==> src/rtl/serial_twos_receiver_pkg.sv <==
// Shared types and sizing helpers for the serial two's complement receiver.
package serial_twos_receiver_pkg;

    typedef enum logic [1:0] {
        IDLE  = 2'd0,
        SHIFT = 2'd1,
        HOLD  = 2'd2
    } state_t;

    // Counter must hold values 0..width inclusive.
    function automatic int cnt_width(input int width);
        return $clog2(width + 1);
    endfunction

endpackage

==> src/rtl/serial_twos_receiver_negate_cell.sv <==
// Bit-serial invert-plus-carry negation cell; carry flop presets to 1 at frame start.
module serial_negate_cell (
    input  logic clk,
    input  logic rst_n,
    input  logic preset,
    input  logic en,
    input  logic neg,
    input  logic b,
    output logic r
);

    logic r_carry;

    always_ff @(posedge clk or negedge rst_n) begin
        if (!rst_n) begin
            r_carry <= 1'b1;
        end else if (preset) begin
            r_carry <= 1'b1;
        end else if (en && neg) begin
            r_carry <= ~b & r_carry;
        end
    end

    assign r = neg ? (~b ^ r_carry) : b;

endmodule

==> src/rtl/serial_twos_receiver.sv <==
// LSB-first serial receiver with optional on-the-fly negation and a valid/ready
// parallel output; flags the unnegatable most-negative input via ovf.
module serial_twos_receiver
    import serial_twos_receiver_pkg::*;
#(
    parameter int WIDTH = 4
) (
    input  logic             clk,
    input  logic             rst_n,
    input  logic             start,
    input  logic             neg,
    input  logic             sin,
    input  logic             sin_valid,
    output logic             busy,
    output logic [WIDTH-1:0] out_word,
    output logic             out_valid,
    input  logic             out_ready,
    output logic             ovf
);

    localparam int CW = cnt_width(WIDTH);
    localparam logic [CW-1:0] LAST_CNT = CW'(WIDTH - 1);

    state_t           r_state;
    state_t           w_next;
    logic             r_neg;
    logic [CW-1:0]    r_cnt;
    logic [WIDTH-1:0] r_sreg;
    logic             r_valid;
    logic             r_busy;
    logic             r_ovf;

    logic             w_accept_start;
    logic             w_shift;
    logic             w_last;
    logic             w_bit_r;

    always_comb begin
        w_next         = r_state;
        w_accept_start = 1'b0;
        w_shift        = 1'b0;
        w_last         = 1'b0;
        case (r_state)
            IDLE: begin
                if (start) begin
                    w_accept_start = 1'b1;
                    w_next         = SHIFT;
                end
            end
            SHIFT: begin
                w_shift = sin_valid;
                w_last  = sin_valid && (r_cnt == LAST_CNT);
                if (w_last) begin
                    w_next = HOLD;
                end
            end
            HOLD: begin
                // Handshake cycle doubles as the start slot for a back-to-back frame.
                if (out_ready) begin
                    if (start) begin
                        w_accept_start = 1'b1;
                        w_next         = SHIFT;
                    end else begin
                        w_next = IDLE;
                    end
                end
            end
            default: w_next = IDLE;
        endcase
    end

    serial_negate_cell u_negate_cell (
        .clk    (clk),
        .rst_n  (rst_n),
        .preset (w_accept_start),
        .en     (w_shift),
        .neg    (r_neg),
        .b      (sin),
        .r      (w_bit_r)
    );

    always_ff @(posedge clk or negedge rst_n) begin
        if (!rst_n) begin
            r_state <= IDLE;
            r_neg   <= 1'b0;
            r_cnt   <= '0;
            r_sreg  <= '0;
            r_valid <= 1'b0;
            r_busy  <= 1'b0;
            r_ovf   <= 1'b0;
        end else begin
            r_state <= w_next;
            r_busy  <= (w_next == SHIFT);
            r_valid <= (w_next == HOLD);
            if (w_accept_start) begin
                r_neg  <= neg;
                r_cnt  <= '0;
                r_sreg <= '0;
                r_ovf  <= 1'b0;
            end else if (w_shift) begin
                r_sreg <= {w_bit_r, r_sreg[WIDTH-1:1]};
                r_cnt  <= r_cnt + CW'(1);
                if (w_last) begin
                    r_ovf <= r_neg & sin & w_bit_r;
                end
            end
        end
    end

    assign busy      = r_busy;
    assign out_word  = r_sreg;
    assign out_valid = r_valid;
    assign ovf       = r_ovf;

endmodule

==> config.mk <==
export PLATFORM = sky130hd
export DESIGN_NAME = serial_twos_receiver
export DESIGN_NICKNAME = d
export VERILOG_FILES = /design/src/rtl/serial_twos_receiver_pkg.sv /design/src/rtl/serial_twos_receiver_negate_cell.sv /design/src/rtl/serial_twos_receiver.sv
export SDC_FILE = /design/constraint.sdc
export NUM_CORES = 1
export LEC_CHECK = 0
export CAP_MARGIN = 15
export CORE_MARGIN = 2
export CORE_UTILIZATION = 42
export DETAILED_ROUTE_END_ITERATION = 16
export PLACE_DENSITY = 0.82
export SETUP_SLACK_MARGIN = 0.05
export SLEW_MARGIN = 20
export SYNTH_ARGS = -nofsm -noshare
export SYNTH_HDL_FRONTEND = slang
export SYNTH_SLANG_ARGS = --single-unit
==> constraint.sdc <==
create_clock -name clk -period 1.29 [get_ports clk]
set_input_delay 0.1935 -clock clk [delete_from_list [all_inputs] [get_ports clk]]
set_output_delay 0.1935 -clock clk [all_outputs]
set_load 0.05 [all_outputs]
# Yosys cells after proc, flatten, opt, wreduce, memory -nomap -nowiden
# Cells that the tools add are included.
# totals
word_cells,46
ff_bits,14
in_bits,7
out_inout_bits,7
# op_classes
n_reduce_logical,7
n_bitwise,5
eq_ne,5
addsub,1
muxes,20
# ops
operator,n
two-way mux 1 bit,11
two-way mux 4 bit,2
two-way mux 2 bit,3
two-way mux 3 bit,2
one-hot mux 2 bit (3 select lines),1
nonzero test 2 bit,3
equality test 2 x 1 -> 1 bit (second input constant),2
equality test 2 bit (second input constant),2
adder 3 x 1 -> 3 bit (second input constant),1
AND 1 bit,3
equality test 3 x 2 -> 1 bit (second input constant),1
logical AND 1 bit,2
logical NOT 2 bit,1
one-hot mux 1 bit (2 select lines),1
AND reduction 2 bit,1
inverter 1 bit,1
bitwise XOR 1 bit,1

# Longest topological paths before layout
# Gate-level depths: netlist of run 1.
# logic_depth
depth_word,7
ltp_mapped,5

# Modules after synthesis
# From an unflattened synthesis of run 1, not the netlist that was laid out.
# unflattened
hier_cells,49
hier_area_um2,649.4
# by_module_without_submodules
mod,cells_per_inst,area_per_inst_um2,seq_area_each_um2,n_inst
serial_twos_receiver,42,580.6,325.3,1
serial_negate_cell,7,68.8,26.3,1

# Worst setup path before layout of run 1
# OpenSTA, ideal clock, no wires.
# synth_path
path_kind,reg2reg
start,register r_cnt[0]
end,register r_ovf (netlist: ovf)
t_required_ps,1212
setup_time_ps,78
t_arrival_ps,1244
path_stages_with_launch,6
slack_ps,-32
cell_sequence,dfrtp_1 ha_1 ha_1 nand4b_4 or3_1 a21boi_1
# synth_between
elab_chain_len,5
# synth_lines
item,line_no,text
from (decl),serial_twos_receiver.sv:27,logic [CW-1:0] r_cnt;
from (signal assigned),serial_twos_receiver.sv:102,r_cnt <= r_cnt + CW'(1);
equality test 3 x 2 -> 1 bit,serial_twos_receiver.sv:52,w_last = sin_valid && (r_cnt == LAST_CNT);
logical AND 1 bit,serial_twos_receiver.sv:52,
two-way mux 1 bit,serial_twos_receiver.sv:43,case (r_state)
nonzero test 2 bit (no line),n/a,
AND reduction 2 bit (no line),n/a,
to (signal assigned),serial_twos_receiver.sv:104,r_ovf <= r_neg & sin & w_bit_r;
to (decl),serial_twos_receiver.sv:31,logic r_ovf;
# No other way between the ends.
# A chain may end at the register's enable or synchronous reset.

# Worst setup path in the final report of run 1
# layout_path
start,register r_cnt[1]
end,register r_ovf (netlist: ovf)
# Same word-level chain as after synthesis.

==> results of run 1 <==
## power breakdown
part	total, uW	internal [uW]	switching, uW
Clock	325	172	153
Combinational	1220	658	561
Sequential	810	623	187
## state kept, by name, indices dropped and copies added (netlist names)
signal                 cells
busy                       1
out_valid                  1
out_word                   4
ovf                        1
r_cnt                      3
r_neg                      1
r_state                    2
u_negate_cell.r_carry      1
## final timing paths
path | slack [ps] | end | cells after the start
hold reg to reg | 500 | r_cnt[2]$_DFFE_PN0P_ | 1
min in group clk | 500 | r_cnt[2]$_DFFE_PN0P_ | 1
max in group asynchronous | 710 | r_state[0]$_DFF_PN0_ | 2
hold / removal | 150 | busy$_DFF_PN0_ | 1
setup / recovery | -20 | ovf$_DFFE_PN0P_ | 5
setup reg to reg | -20 | ovf$_DFFE_PN0P_ | 5
## metal layers
layer | global-route usage | up-vias | wire (um) | part of all wire
met5 | 0 | - | 0 | 0
met4 | 0.09091 | 0 | 31 | 0.023
met3 | 0.04255 | 5 | 54 | 0.040
met2 | 0.2657 | 12 | 672 | 0.50
met1 | 0.2228 | 238 | 576 | 0.43
li1 | - | 237 | - | -
## final cells by class
type                            count  area, sq um  share of cell area
Clock buffer                        4        36.28             0.03620
Sequential cell                    14        352.8              0.3521
Inverter                            2        7.507            0.007491
Multi-Input combinational cell     33        297.8              0.2971
Tap cell                           16        20.02             0.01998
Timing Repair Buffer               24        287.8              0.2871
## cell usage in the layout (no fill, tap or decap), drive strengths merged
cell,Yosys,layout
nor3b,1,1
dlymetal6s2s,0,1
clkbuf,0,4
inv,2,2
dfstp,1,1
o2bb2ai,2,2
dfrtp,13,13
nand2b,1,1
a21boi,1,1
nand3b,4,4
a21oi,1,1
o21ai,3,3
or3,1,1
buf,2,17
a22o,4,4
mux2,2,2
o21a,2,2
ha,3,3
clkdlybuf4s50,0,6
nand4b,1,1
mux2i,1,1
and3b,1,1
nand2,5,5
## kinds of logic after synthesis
| kind of cell | share of synthesized area |
|---|---|
| DFF | 0.5456 |
| AOI/OAI and AO/OA | 0.1495 |
| and+or+nand+nor | 0.1592 |
| muxes | 0.05048 |
| buffers and inverters | 0.03689 |
| adders and majority gates | 0.05826 |
## through the flow
stage | instances | instance area, sq um | total power, uW | hold WS [ps]
detailed placement | 87 | 930.9 | 1935 | 465.5
finish | 93 | 1002 | 2355 | 151.2
floorplan | 51 | 659.4 | 1417 | -102.1
CTS | 92 | 985.9 | 2324 | 161.9
global route | 93 | 1002 | 2498 | 162.0
global placement | 87 | 930.9 | 1901 | 462.9
## timing repair
| action | CTS | global route |
|---|---|---|
| pin swaps | 1 | 0 |
| setup endpoints to repair | 2 | 3 |
| setup buffers | 1 | 1 |
| gates resized for setup | 2 | 1 |
==> metrics.md, run 1 <==
| Metric | Value |
|---|---|
| Final routed wirelength across all metal layers | `1334 um` |
| FMAX | `roughly 760 MHz` |
| Result of the run | `finished with violations` |
| Classification of the worst-slack hold path | `in2async` |
| Worst path cell trace | `ha_4 -> ha_4 -> nand4b_4 -> or3_1 -> a21boi_1` |
| Classification of the worst setup path | `reg2reg` |
| Top area cells in the synthesized netlist | `dfrtp_1 50%, ha_1 5.8%, a22o_1 5.4%` |
| TritonCTS sink count | `14` |
| Sequential share of the synthesized area | `0.5456` |
| Worst path top cell family by delay | `simple AND/OR/NAND/NOR gates` |
| Final Worst Setup Slack | `-18.52 ps` |
| Number of antenna violations at the first check in global routing | `0` |
| Total Nets Final | `between 80 and 90` |
| Share of synthesized registers carrying an async set or reset | `1.000` |
| Vias in the first global route | `between 400 and 500` |
| Horizontal die dimension | `43.17 um` |
| Grt ovf | `0` |
| Setup TNS after final layout | `-18.52 ps` |
| Deepest level of the CTS H-tree | `1` |
| Tightest slew margin relative to the limit | `0.7978` |
| Antenna Diode Count | `0` |
| Worst r2r src | `r_cnt[1]$_DFFE_PN0P_` |
| Maximum count of clock buffers along a single path | `2` |
| Setup repair after global routing missed its margin | `yes` |
| Number of nets in the synthesized netlist | `61` |
| DPL Wire Length | `around 960 um` |
| Maximum number of pins on one net before global-route repair | `10` |
| Number of nets still failing antenna checks after routing | `0` |
| Syn-to-layout area delta | `55.53%` |
| Worst Tran Pin Value | `roughly 300 ps` |
| Effective utilization at floorplan | `0.4379` |
| Final setup vio count | `1` |
| Violations in the final reports | `setup timing` |
| Yosys warning count | `0` |
| Leading area contributor after synthesis | `dfrtp_1` |
| TritonCTS clock tree | `done` |
| Number of fill cells | `between 100 and 150` |
| Final clock skew | `between 2 and 2.5 ps` |
| Std cell rows | `14` |
| Fin. max-slew vios | `0` |
| Most instantiated flip-flop cell in the synthesis netlist | `dfrtp_1` |
| Netlist cell types | `22` |
| Total count of hold-check failures in the final report | `0` |
| Final cell utilization of the core | `0.6811` |
| Cell with the most instances after synthesis | `dfrtp_1` |
| Worst-case vdd ir drop | `1401 uV` |
| Syn Area/Cell | `between 10 and 15 sq um` |
| Wire length of the first global-routing pass | `around 2200 um` |
| CTS clk-pin slew, worst paths | `~90 ps` |
| CTS buffer count | `3` |
| Leak | `around 0.00047 uW` |
| Number of buffers and inverters on the critical path | `0` |
| Post-route minimum period | `between 1000 and 1500 ps` |
| DRT Pass-1 Iters | `1` |
| Top-Level Pins | `14` |
| Startpoint of the worst setup timing path | `r_cnt[1]$_DFFE_PN0P_` |
| Clock latency on the worst-skew pair | `roughly 280 ps` |
| Number of enable flip-flop cells after synthesis | `0` |
| Worst-case setup slack after placement | `-276.4 ps` |
| Residual DRC | `0` |
| I/O Buffers | `13` |
| Synthesized cell area | `between 600 and 700 sq um` |
| CP Capture Type | `register` |
| Number of instances in the synthesized netlist | `51` |
| Synth top area share | `0.5049` |
| Total die area | `around 1900 sq um` |
| Per-cell routed wire length | `about 14 um` |
| Crit-path max cell delay | `~400 ps` |
| Die height | `between 40 and 50 um` |
| Share of post-route cells with drive strength above 1 | `0.3896` |
| Crit path launch type | `register` |
| Global-route total usage across every layer | `0.1730` |
| Crit-path slowest cell | `dfrtp_1` |
| Clock root buffer | `clkbuf_4` |
| Period utilization | `1.014` |
| Area inside the core boundary | `approximately 1500 sq um` |
| Worst EP arrival | `approximately 1500 ps` |
| CTS Hold Buffers Added | `0` |
| Number of violations reported at the end of detailed-routing iteration 0 | `0` |
| Via density | `~5.3` |
| Critical path data required time | `about 1500 ps` |
| Power per cell area | `between 2000 and 2500 nW/um^2` |
| Most common cell type on the critical path | `ha_4` |
| Top post-synthesis cells by count | `13 x dfrtp_1, 5 x nand2_1, 4 x a22o_1, 4 x nand3b_1` |
| Max Cap Viol | `0` |
| Register bit total from synthesis | `14` |
| Gp weighted congestion | `~0.67` |
| Total vias in the final route | `just under 500` |
| Largest fanout on the critical path | `2` |
Power figures use the tool's default switching activity.
==> run 2, diff against run 1 <==
CORE_UTILIZATION = 47   (was 42)
PLACE_DENSITY = 0.86   (was 0.82)
clock period = 1.5 ns   (was 1.29 ns; I/O delays follow)
==> metrics.md, run 2 (synthesized netlist as in run 1, its figures left out) <==
| Metric | Value |
|---|---|
| Per-cell routed wire length | `13.74 um (-4.2%)` |
| Total count of hold-check failures in the final report | `0 (unchanged)` |
| Post-route minimum period | `1381 ps (+72.86 ps)` |
| Critical path data required time | `1710 ps (+200 ps)` |
| Number of fill cells | `90 (-24%)` |
| Final cell utilization of the core | `0.6894 (+0.008265)` |
| FMAX | `723.9 MHz (-5.3%)` |
| Period utilization | `0.9209 (-0.09344)` |
| Number of standard cells in the final layout excluding fillers | `86 (-7.5%)` |
| Total Nets Final | `82 (-6.8%)` |
| Leak | `0.0004196 uW (-11%)` |
| Number of nets still failing antenna checks after routing | `0 (unchanged)` |
| Grt ovf | `0 (unchanged)` |
| Share of total power in sequential cells | `0.374 (+0.030)` |
| Effective utilization at floorplan | `0.5015 (+0.06354)` |
| TritonCTS sink count | `14 (unchanged)` |
| Final setup vio count | `0 (-1)` |
| Combinational group share of total power | `0.478 (-0.040)` |
| Max Cap Viol | `0 (unchanged)` |
| Result of the run | `finished clean` |
| Most frequent standard cell in the layout excluding fill and tap cells | `dfrtp_1` |
| Gp weighted congestion | `0.7652 (+14%)` |
| Most used cells in the layout excluding fill and tap cells | `13 x dfrtp_1, 9 x buf_4, 6 x clkdlybuf4s50_1` |
| Fin. max-slew vios | `0 (unchanged)` |
| Final std cell area, no fill | `885.9 sq um (-12%)` |
| Deepest level of the CTS H-tree | `1 (unchanged)` |
| Flip-flop count of the largest register, all copies and words added | `4 (unchanged)` |
| Worst Tran Pin Value | `302.6 ps (+0.2847 ps)` |
| Clock root buffer | `clkbuf_4` |
| Syn-to-layout area delta | `37.48%` |
| Classification of the worst setup path | `reg2reg` |
| Largest fanout on the critical path | `4 (+2)` |
| Total vias in the final route | `466 (-5.3%)` |
| Crit path launch type | `register` |
| Worst-case vdd ir drop | `1327 uV (-5.3%)` |
| Setup repair after global routing missed its margin | `yes` |
| Final routed wirelength across all metal layers | `1182 um (-11%)` |
| Maximum count of clock buffers along a single path | `2 (unchanged)` |
| Worst hold slack after final layout | `259.5 ps (+108.2 ps)` |
| Global-route total usage across every layer | `0.1732 (+0.0002181)` |
| Area inside the core boundary | `1285 sq um (-13%)` |
| CTS Hold Buffers Added | `0 (unchanged)` |
| I/O Buffers | `13 (unchanged)` |
| Relative contribution of the clock network to total power | `0.148 (+0.010)` |
| Number of antenna violations at the first check in global routing | `0 (unchanged)` |
| Switching power summed over all nets | `710.4 uW (-21%)` |
| Classification of the worst-slack hold path | `in2async` |
| CP Capture Type | `register` |
| Clock latency on the worst-skew pair | `270 ps (about the same)` |
| Top-Level Pins | `14 (unchanged)` |
| DRT Pass-1 Iters | `4 (+3)` |
| TritonCTS clock tree | `done` |
| Final clock skew | `0.8497 ps (-1.216 ps)` |
| Number of placed instances, taps included | `81 (-6.9%)` |
| Die height | `41.03 um (-5.0%)` |
| Worst EP arrival | `1590 ps (+60 ps)` |
| Wire length of the first global-routing pass | `1835 um (-18%)` |
| Number of violations reported at the end of detailed-routing iteration 0 | `6 (+6)` |
| Total internal power | `1101 uW (-24%)` |
| Fraction of power spent switching nets | `0.3921 (+0.009157)` |
| Standard cell area after detailed placement | `827.0 sq um (-11%)` |
| CTS clk-pin slew, worst paths | `80 ps (about the same)` |
| Horizontal die dimension | `41.03 um (-5.0%)` |
| Tightest slew margin relative to the limit | `0.7982 (about the same)` |
| Maximum number of pins on one net before global-route repair | `15 (+5)` |
| Setup TNS after final layout | `0 ps (+18.52 ps)` |
| DPL Wire Length | `820.7 um (-15%)` |
| Power per cell area | `2045 nW/um^2 (-13%)` |
| Share of post-route cells with drive strength above 1 | `0.3380 (-0.05158)` |
| Antenna Diode Count | `0 (unchanged)` |
| Residual DRC | `0 (unchanged)` |
| Std cell rows | `13 (-1)` |
| Via density | `5.419 (+2.4%)` |
| Total die area | `1683 sq um (-9.7%)` |
| Vias in the first global route | `431 (-10%)` |
| CTS buffer count | `3 (unchanged)` |
==> run 2: per-stage QoR <==
stage	total power, uW	worst slack, ps
3_3_place_gp	1485	-41.35
2_1_floorplan	1195	177.9
3_5_place_dp	1508	-60.00
4_1_cts	1779	62.41
5_1_grt	1912	49.90
6_report	1812	118.6
==> run 2: path summary, 6_finish.rpt <==
| path | from | endpoint | slack (ps) | depth (start not counted) |
|---|---|---|---|---|
| hold reg to reg | out_word[0]$_DFFE_PN0P_ | out_word[0]$_DFFE_PN0P_ | 510 | 1 |
| min in group clk | out_word[0]$_DFFE_PN0P_ | out_word[0]$_DFFE_PN0P_ | 510 | 1 |
| max in group asynchronous | rst_n | u_negate_cell.r_carry$_DFFE_PN1P_ | 1010 | 2 |
| setup reg to reg | r_cnt[0]$_DFFE_PN0P_ | ovf$_DFFE_PN0P_ | 120 | 5 |
| hold / removal | rst_n | r_state[1]$_DFF_PN0_ | 260 | 2 |
| setup / recovery | r_cnt[0]$_DFFE_PN0P_ | ovf$_DFFE_PN0P_ | 120 | 5 |
==> run 2: routing by layer <==
layer,vias up,GRT usage,part of all wire
met1,228,0.2447,0.42
met4,0,0.1000,0.0085
met2,11,0.2578,0.53
met3,2,0.01630,0.036
met5,-,0,0
li1,225,-,-
==> run 2: cell type report <==
class | count | area (sq um) | share of cell area
Clock buffer | 4 | 36.28 | 0.04096
Inverter | 2 | 7.507 | 0.008475
Multi-Input combinational cell | 33 | 284.0 | 0.3206
Sequential cell | 14 | 351.6 | 0.3969
Tap cell | 15 | 18.77 | 0.02119
Timing Repair Buffer | 18 | 187.7 | 0.2119
==> run 2: power groups by stage <==
stage,Sequential (uW),Combinational [uW],Clock (uW)
after CTS,676,830,273
after detailed placement,682,826,0
final,677,867,268
after global routing,696,929,288
after floorplan,847,347,0
after global placement,673,811,0
==> run 2: repair_timing <==
action	CTS	global route
resized for setup	0	3
endpoints found under the setup margin	0	1
setup buffers	0	1
==> run 2: critical path, cell delays in order (launching register included) <==
cell and delay [ps]:
dfrtp_1 370, ha_2 190, ha_4 140, nand4b_4 120, or3_1 360, a21boi_1 140
